<file path="config.mk">
export PLATFORM = sky130hd
export DESIGN_NAME = divisor_arbiter
export DESIGN_NICKNAME = d
export VERILOG_FILES = /design/src/rtl/divisor_arbiter.sv
export SDC_FILE = /design/constraint.sdc
export NUM_CORES = 1
export LEC_CHECK = 0
export ABC_AREA = 1
export CORE_MARGIN = 2
export CORE_UTILIZATION = 34
export DETAILED_ROUTE_END_ITERATION = 8
export PLACE_DENSITY_LB_ADDON = 0.3
export SLEW_MARGIN = 20
export SYNTH_ARGS = -nofsm -noshare
export SYNTH_HDL_FRONTEND = slang
export SYNTH_SLANG_ARGS = --single-unit
</file>
<file path="constraint.sdc">
create_clock -name clock -period 1.3 [get_ports clock]
set_input_delay 0.26 -clock clock [delete_from_list [all_inputs] [get_ports clock]]
set_output_delay 0.26 -clock clock [all_outputs]
set_load 0.005 [all_outputs]
</file>
<file path="src/rtl/divisor_arbiter.sv">
// Round-robin sequencer sharing one combinational Divisor between two requesters.
// Operands are held on div_* while the Divisor settles; results return per requester.
module divisor_arbiter #(
   parameter int unsigned NBITS         = 4,
   parameter int unsigned SETTLE_CYCLES = 1
) (
   input  logic             clock,
   input  logic             reset_n,
   input  logic             req0_valid,
   output logic             req0_ready,
   input  logic [NBITS-1:0] req0_dividend,
   input  logic [NBITS-1:0] req0_divisor,
   input  logic             req1_valid,
   output logic             req1_ready,
   input  logic [NBITS-1:0] req1_dividend,
   input  logic [NBITS-1:0] req1_divisor,
   output logic             rsp0_valid,
   input  logic             rsp0_ready,
   output logic [NBITS-1:0] rsp0_quotient,
   output logic [NBITS-1:0] rsp0_remainder,
   output logic             rsp0_div_zero,
   output logic             rsp1_valid,
   input  logic             rsp1_ready,
   output logic [NBITS-1:0] rsp1_quotient,
   output logic [NBITS-1:0] rsp1_remainder,
   output logic             rsp1_div_zero,
   output logic [NBITS-1:0] div_dividend,
   output logic [NBITS-1:0] div_divisor,
   input  logic [NBITS-1:0] div_quotient,
   input  logic [NBITS-1:0] div_remainder,
   output logic             busy
);

   localparam int unsigned CNT_W = (SETTLE_CYCLES > 1) ? $clog2(SETTLE_CYCLES) : 1;
   localparam logic [CNT_W-1:0] CNT_LAST = CNT_W'(SETTLE_CYCLES - 1);

   typedef enum logic [1:0] {IDLE, WAIT, RESP} state_t;

   state_t           state;
   state_t           state_next;
   logic             last_grant;
   logic             owner;
   logic [CNT_W-1:0] cnt;
   logic             grant0;
   logic             grant1;
   logic             accept;
   logic             capture;
   logic             rsp_done;
   logic             cap_zero;
   logic [NBITS-1:0] cap_quotient;
   logic [NBITS-1:0] cap_remainder;

   // state register
   always_ff @(posedge clock) begin
      if (!reset_n) state <= IDLE;
      else          state <= state_next;
   end

   // next-state logic
   always_comb begin
      state_next = state;
      case (state)
         IDLE:    if (accept)          state_next = WAIT;
         WAIT:    if (cnt == CNT_LAST) state_next = RESP;
         RESP:    if (rsp_done)        state_next = IDLE;
         default:                      state_next = IDLE;
      endcase
   end

   // handshake and control decode; last_grant==1 favours requester 0
   always_comb begin
      grant0     = req0_valid & (~req1_valid | last_grant);
      grant1     = req1_valid & (~req0_valid | ~last_grant);
      req0_ready = (state == IDLE) & grant0;
      req1_ready = (state == IDLE) & grant1;
      accept     = req0_ready | req1_ready;
      capture    = (state == WAIT) && (cnt == CNT_LAST);
      rsp_done   = (state == RESP) && (owner ? rsp1_ready : rsp0_ready);
      busy       = (state != IDLE);
   end

   // divide-by-zero bypasses the Divisor outputs entirely
   always_comb begin
      cap_zero      = (div_divisor == '0);
      cap_quotient  = cap_zero ? '1 : div_quotient;
      cap_remainder = cap_zero ? div_dividend : div_remainder;
   end

   // operand, arbitration and response registers
   always_ff @(posedge clock) begin
      if (!reset_n) begin
         last_grant     <= 1'b1;
         owner          <= 1'b0;
         cnt            <= '0;
         div_dividend   <= '0;
         div_divisor    <= '0;
         rsp0_valid     <= 1'b0;
         rsp0_quotient  <= '0;
         rsp0_remainder <= '0;
         rsp0_div_zero  <= 1'b0;
         rsp1_valid     <= 1'b0;
         rsp1_quotient  <= '0;
         rsp1_remainder <= '0;
         rsp1_div_zero  <= 1'b0;
      end else begin
         if (accept) begin
            div_dividend <= req1_ready ? req1_dividend : req0_dividend;
            div_divisor  <= req1_ready ? req1_divisor  : req0_divisor;
            owner        <= req1_ready;
            last_grant   <= req1_ready;
            cnt          <= '0;
         end else if (state == WAIT) begin
            cnt <= cnt + CNT_W'(1);
         end
         if (capture) begin
            if (owner) begin
               rsp1_valid     <= 1'b1;
               rsp1_quotient  <= cap_quotient;
               rsp1_remainder <= cap_remainder;
               rsp1_div_zero  <= cap_zero;
            end else begin
               rsp0_valid     <= 1'b1;
               rsp0_quotient  <= cap_quotient;
               rsp0_remainder <= cap_remainder;
               rsp0_div_zero  <= cap_zero;
            end
         end
         if (rsp_done) begin
            if (owner) rsp1_valid <= 1'b0;
            else       rsp0_valid <= 1'b0;
         end
      end
   end

endmodule

</file>
* After elaboration in Yosys (flattened, before gate mapping)
Cells that the tools add are included.
** Storage, ports and cells
- Word-level logic and storage cells :: 59
- Input port bits :: 30
- Output and inout bits :: 31
- Register bits :: 33
** Operators by class
- Bitwise logic cells :: 13
- Eq/ne operators :: 5
- Mux-type cells :: 17
- $add $sub $neg :: 1
- Reduce and logical (&&, ||, !) cells :: 9
** Operator list (number)
- $mux W4 :: 4
- $mux W1 :: 9
- $mux W2 :: 3
- $ne A2 B2 Y1 const B :: 3
- $not A1 Y1 :: 6
- $pmux W2 S3 :: 1
- $and A1 B1 Y1 :: 4
- $logic_not A4 Y1 :: 1
- $reduce_and A2 Y1 :: 2
- $or A1 B1 Y1 :: 3
- $reduce_and A3 Y1 :: 1
- $eq A2 B1 Y1 const B :: 1
- $eq A2 B2 Y1 const B :: 1
- $logic_and A1 B1 Y1 :: 2
- $logic_not A2 Y1 :: 1
- $reduce_bool A2 Y1 :: 1
- $reduce_or A2 Y1 :: 1
- $add A1 B1 Y1 const B :: 1

* Depth between registers and ports, before layout
- Depth after elaboration :: 7
- Depth in mapped cells :: 8
- Depth with buffers taken out :: 7

* Least setup slack after synthesis
No wires, ideal clock.
- Kind :: flip-flop to output port
- Start :: register state[0]
- End :: output req0_ready
- Data required time :: 1040 ps
- Buffers on the path :: 1
- Cell stages (with the launch flop) :: 5
- Setup slack :: 176 ps
- Arrival time :: 864 ps
- Path through :: dfxtp_1 nor2_1 buf_2 nand2_1 a21oi_1
** Between the ends
- Cells in the longest elaborated chain, start to end :: 2
** RTL lines
- start, declared :: line 39 : state_t state;
- start signal, assigned :: line 56 : else state <= state_next;
- $logic_not A2 Y1 :: line 74 : req0_ready = (state == IDLE) & grant0;
- $and A1 B1 Y1 :: line 74
- end, declared :: line 10 : output logic req0_ready,
No other way between the ends.

* Worst setup path in the final report
- Start :: register state[1]
- End :: output req0_ready
The elaborated chain is that of the path after synthesis.

==> summary.txt <==
Worst setup path
  – Worst Path Arrival: 1140 ps
  – CP delay by family, top: flip-flops
  – Crit path cell chain: nor2_4 -> buf_6 -> nand2_4 -> a21oi_2 -> buf_2
  – Max stage delay on crit path: 330 ps
  – R2R Path Start: state[1]$_SDFFE_PN0P_
  – Crit. Startpoint: state[1]$_SDFFE_PN0P_
  – Critical Path RT: 1040 ps
  – CP Launch Type: register
  – Max stage delay cell, worst path: dfxtp_2
  – Worst Setup End Kind: primary output
  – CP Class: reg -> out
  – Critical path fanouts, max: 3
  – Crit path buffers/inverters: 2

Synthesis
  – Syn Std Cell Area: 1600 sq um
  – Synth unique cells: 18
  – Mapped Nets: 280
  – Synth warn: 0
  – Avg Cell Area, Syn: 6.39 sq um
  – Seq/Total Area, Yosys: 41.4%
  – Seq cells post-synth: 33
  – Syn Inst Count: 250

Routing
  – Total routed wirelength: 3990 um
  – Antenna Nets Post-Route: 0
  – Via count: around 1700
  – DRC Markers: 0
  – Drt pass-1 iters: 4
  – First DRT Iteration DRCs: 83
  – DR WL/cell: 10.5 um
  – Via-to-Cell Ratio: 4.48

Timing
  – Achievable frequency: 716 MHz
  – Final Skew: 2.28 ps
  – Slew Limit Headroom: a little over two thirds
  – RSZ-0062 raised after global routing: true
  – Slew at the pin closest to its max-slew limit: about 450 ps
  – Final cycle utilization of the critical path: 108%
  – Hold Fails Final Rpt: 0
  – Max Slew Vio Count: 0
  – Setup ws final: -97.6 ps
  – Minimum clock period: 1400 ps
  – Final setup fails: 9

Worst hold path
  – Hold Path Class: reg -> reg

Place
  – Placed cell area: 2320 sq um
  – Worst slack at placement: -427 ps
  – Inst Count DP: 365
  – Gp weighted congestion: between 0.7 and 0.8
  – Post-DP HPWL: 2770 um
  – Port bufs: 60

Clock tree
  – CTS tree: built
  – Hold-fix buffers at CTS: 0
  – Max Root-Sink Buffers: 2
  – CTS root buffer: clkbuf_8
  – Total CTS buffers: 5
  – CTS clk-pin slew, worst paths: approximately 60 ps
  – Worst-skew pair later-pin latency: 280 ps
  – Htree depth: 2
  – Clock sinks: 33

Finish
  – Share of cells above drive strength 1: between 15 and 20%
  – # diodes: 0
  – Final Util: 56.5%
  – Fill cell count: around 470
  – Post-route insts no fill: 380
  – Layout net count: 357
  – Area Overhead vs Synth: 57.2%
  – Cell area after layout: 2510 sq um

Floorplan
  – Die Ht: between 70 and 80 um
  – Row cnt: 24
  – Die area: 5260 sq um
  – Die X-Extent: 72.5 um
  – Starting Density: 35.9%
  – IO Count: 61
  – Core Box Area: 4440 sq um

Global route
  – Initial antenna violation count: 0
  – Pin count of the biggest net entering global routing: 23
  – Global-route wire length before repair: 6440 um
  – GRT Total Usage: 15.8%
  – GRT overflow: 0
  – Vias in the first global route: 1535

Power
  – Pleak: around 1.4 nW
  – Worst VDD drop: 0.519 mV
  – Pwr Total: 2.84 mW
  – PD cells: 1130 nW/um^2

Job
  – Max cap viols: 0

Status
  – Failing checks: setup timing
  – Status: finished with violations
-- registers in the layout, summed over array words and instances, names as in the netlist, 2 cells and up, named ones only --
name / flops
rsp1_remainder: 4
state: 2
div_divisor: 4
div_dividend: 4
rsp1_quotient: 4
rsp0_remainder: 4
rsp0_quotient: 4
-- report_power, final --
| group | switching (mW) | leakage, nW | total, mW | internal [mW] |
|---|---|---|---|---|
| clock network | 0.352 | 0.0395 | 0.732 | 0.380 |
| logic | 0.462 | 1.06 | 0.920 | 0.458 |
| registers | 0.0673 | 0.273 | 1.19 | 1.12 |
| total | 0.882 | 1.37 | 2.84 | 1.96 |
-- what timing repair did --
item | CTS | global route
setup endpoints to repair | 42 | 21
gates resized for setup | 53 | 26
endpoints found under the hold margin | 0 | 0
buffers inserted | 3 | 5
pin swaps | 2 | 4
gates cloned | 0 | 1
-- per-stage QoR --
| stage | hold WS, ps | setup TNS (ps) |
|---|---|---|
| final | 469 | -326 |
| after floorplan | 387 | 0 |
| after global placement | 457 | -2290 |
| after CTS | 444 | -996 |
| after global routing | 484 | -1080 |
| after detailed placement | 465 | -2420 |
-- cell type report --
type	count	area [sq um]	share of cell area (%)
multi-input cells	161	776	30.9
repair buffers	78	731	29.1
flip-flops and latches	33	671	26.7
inverters	47	181	7.23
clock buffers	8	80.1	3.19
well taps	52	65.1	2.59
repair inverters	1	6.26	0.249
-- Yosys cell counts --
cell	instances	area share (%)
a21oi_1	14	4.4
nor3_1	1	0.31
dfxtp_1	33	41
inv_1	46	11
nor2_4	1	0.71
nand2_2	3	1.2
inv_2	1	0.23
clkbuf_1	2	0.47
buf_6	3	2.1
o21ai_1	1	0.31
buf_2	4	1.3
nand3_1	15	4.7
a31oi_1	1	0.39
nand2_4	2	1.4
nand4_1	8	3.1
nand2_1	70	16
nor2_1	43	10
o21ai_0	2	0.63
-- routing by layer --
metal,share of wire (%),track usage [%]
met5,0,0
met4,1.2,5.56
met3,7.9,6.67
met2,49,26.6
met1,42,17.8
-- logic make-up (layout without fill, tap and decap cells) --
| family | after synthesis | after routing | synth area share, % |
|---|---|---|---|
| buffers and inverters | 56 | 134 | 14.9 |
| DFF | 33 | 33 | 41.4 |
| and+or+nand+nor | 143 | 143 | 38.0 |
| AOI/OAI and AO/OA | 18 | 18 | 5.72 |
-- worst register-to-register path, stage by stage (launching register included) --
cell     delay, ps
dfxtp_2        330
nor2_4         150
buf_6          130
buf_6           90
o21ai_1         60
buf_6          150
buf_12         140
a21oi_2        110
nand2_1         60
inv_1           50
-- placed cells by master, fill, tap and decap left out, drive strengths merged --
master	synthesis	routed
a21oi	14	14
a31oi	1	1
buf	7	20
clkbuf	2	9
clkdlybuf4s50	0	27
dfxtp	33	33
dlygate4sd2	0	30
inv	47	48
nand2	75	75
nand3	15	15
nand4	8	8
nor2	44	44
nor3	1	1
o21ai	3	3
-- path summary, 6_finish.rpt --
path                                  to  slack, ps  depth (start not counted)
min reg2reg                     register        470                          2
max reg2reg  div_divisor[2]$_SDFFE_PN0P_        -30                          9
min                             register        470                          2
max                           req0_ready       -100                          5
Power figures use the tool's default switching activity.
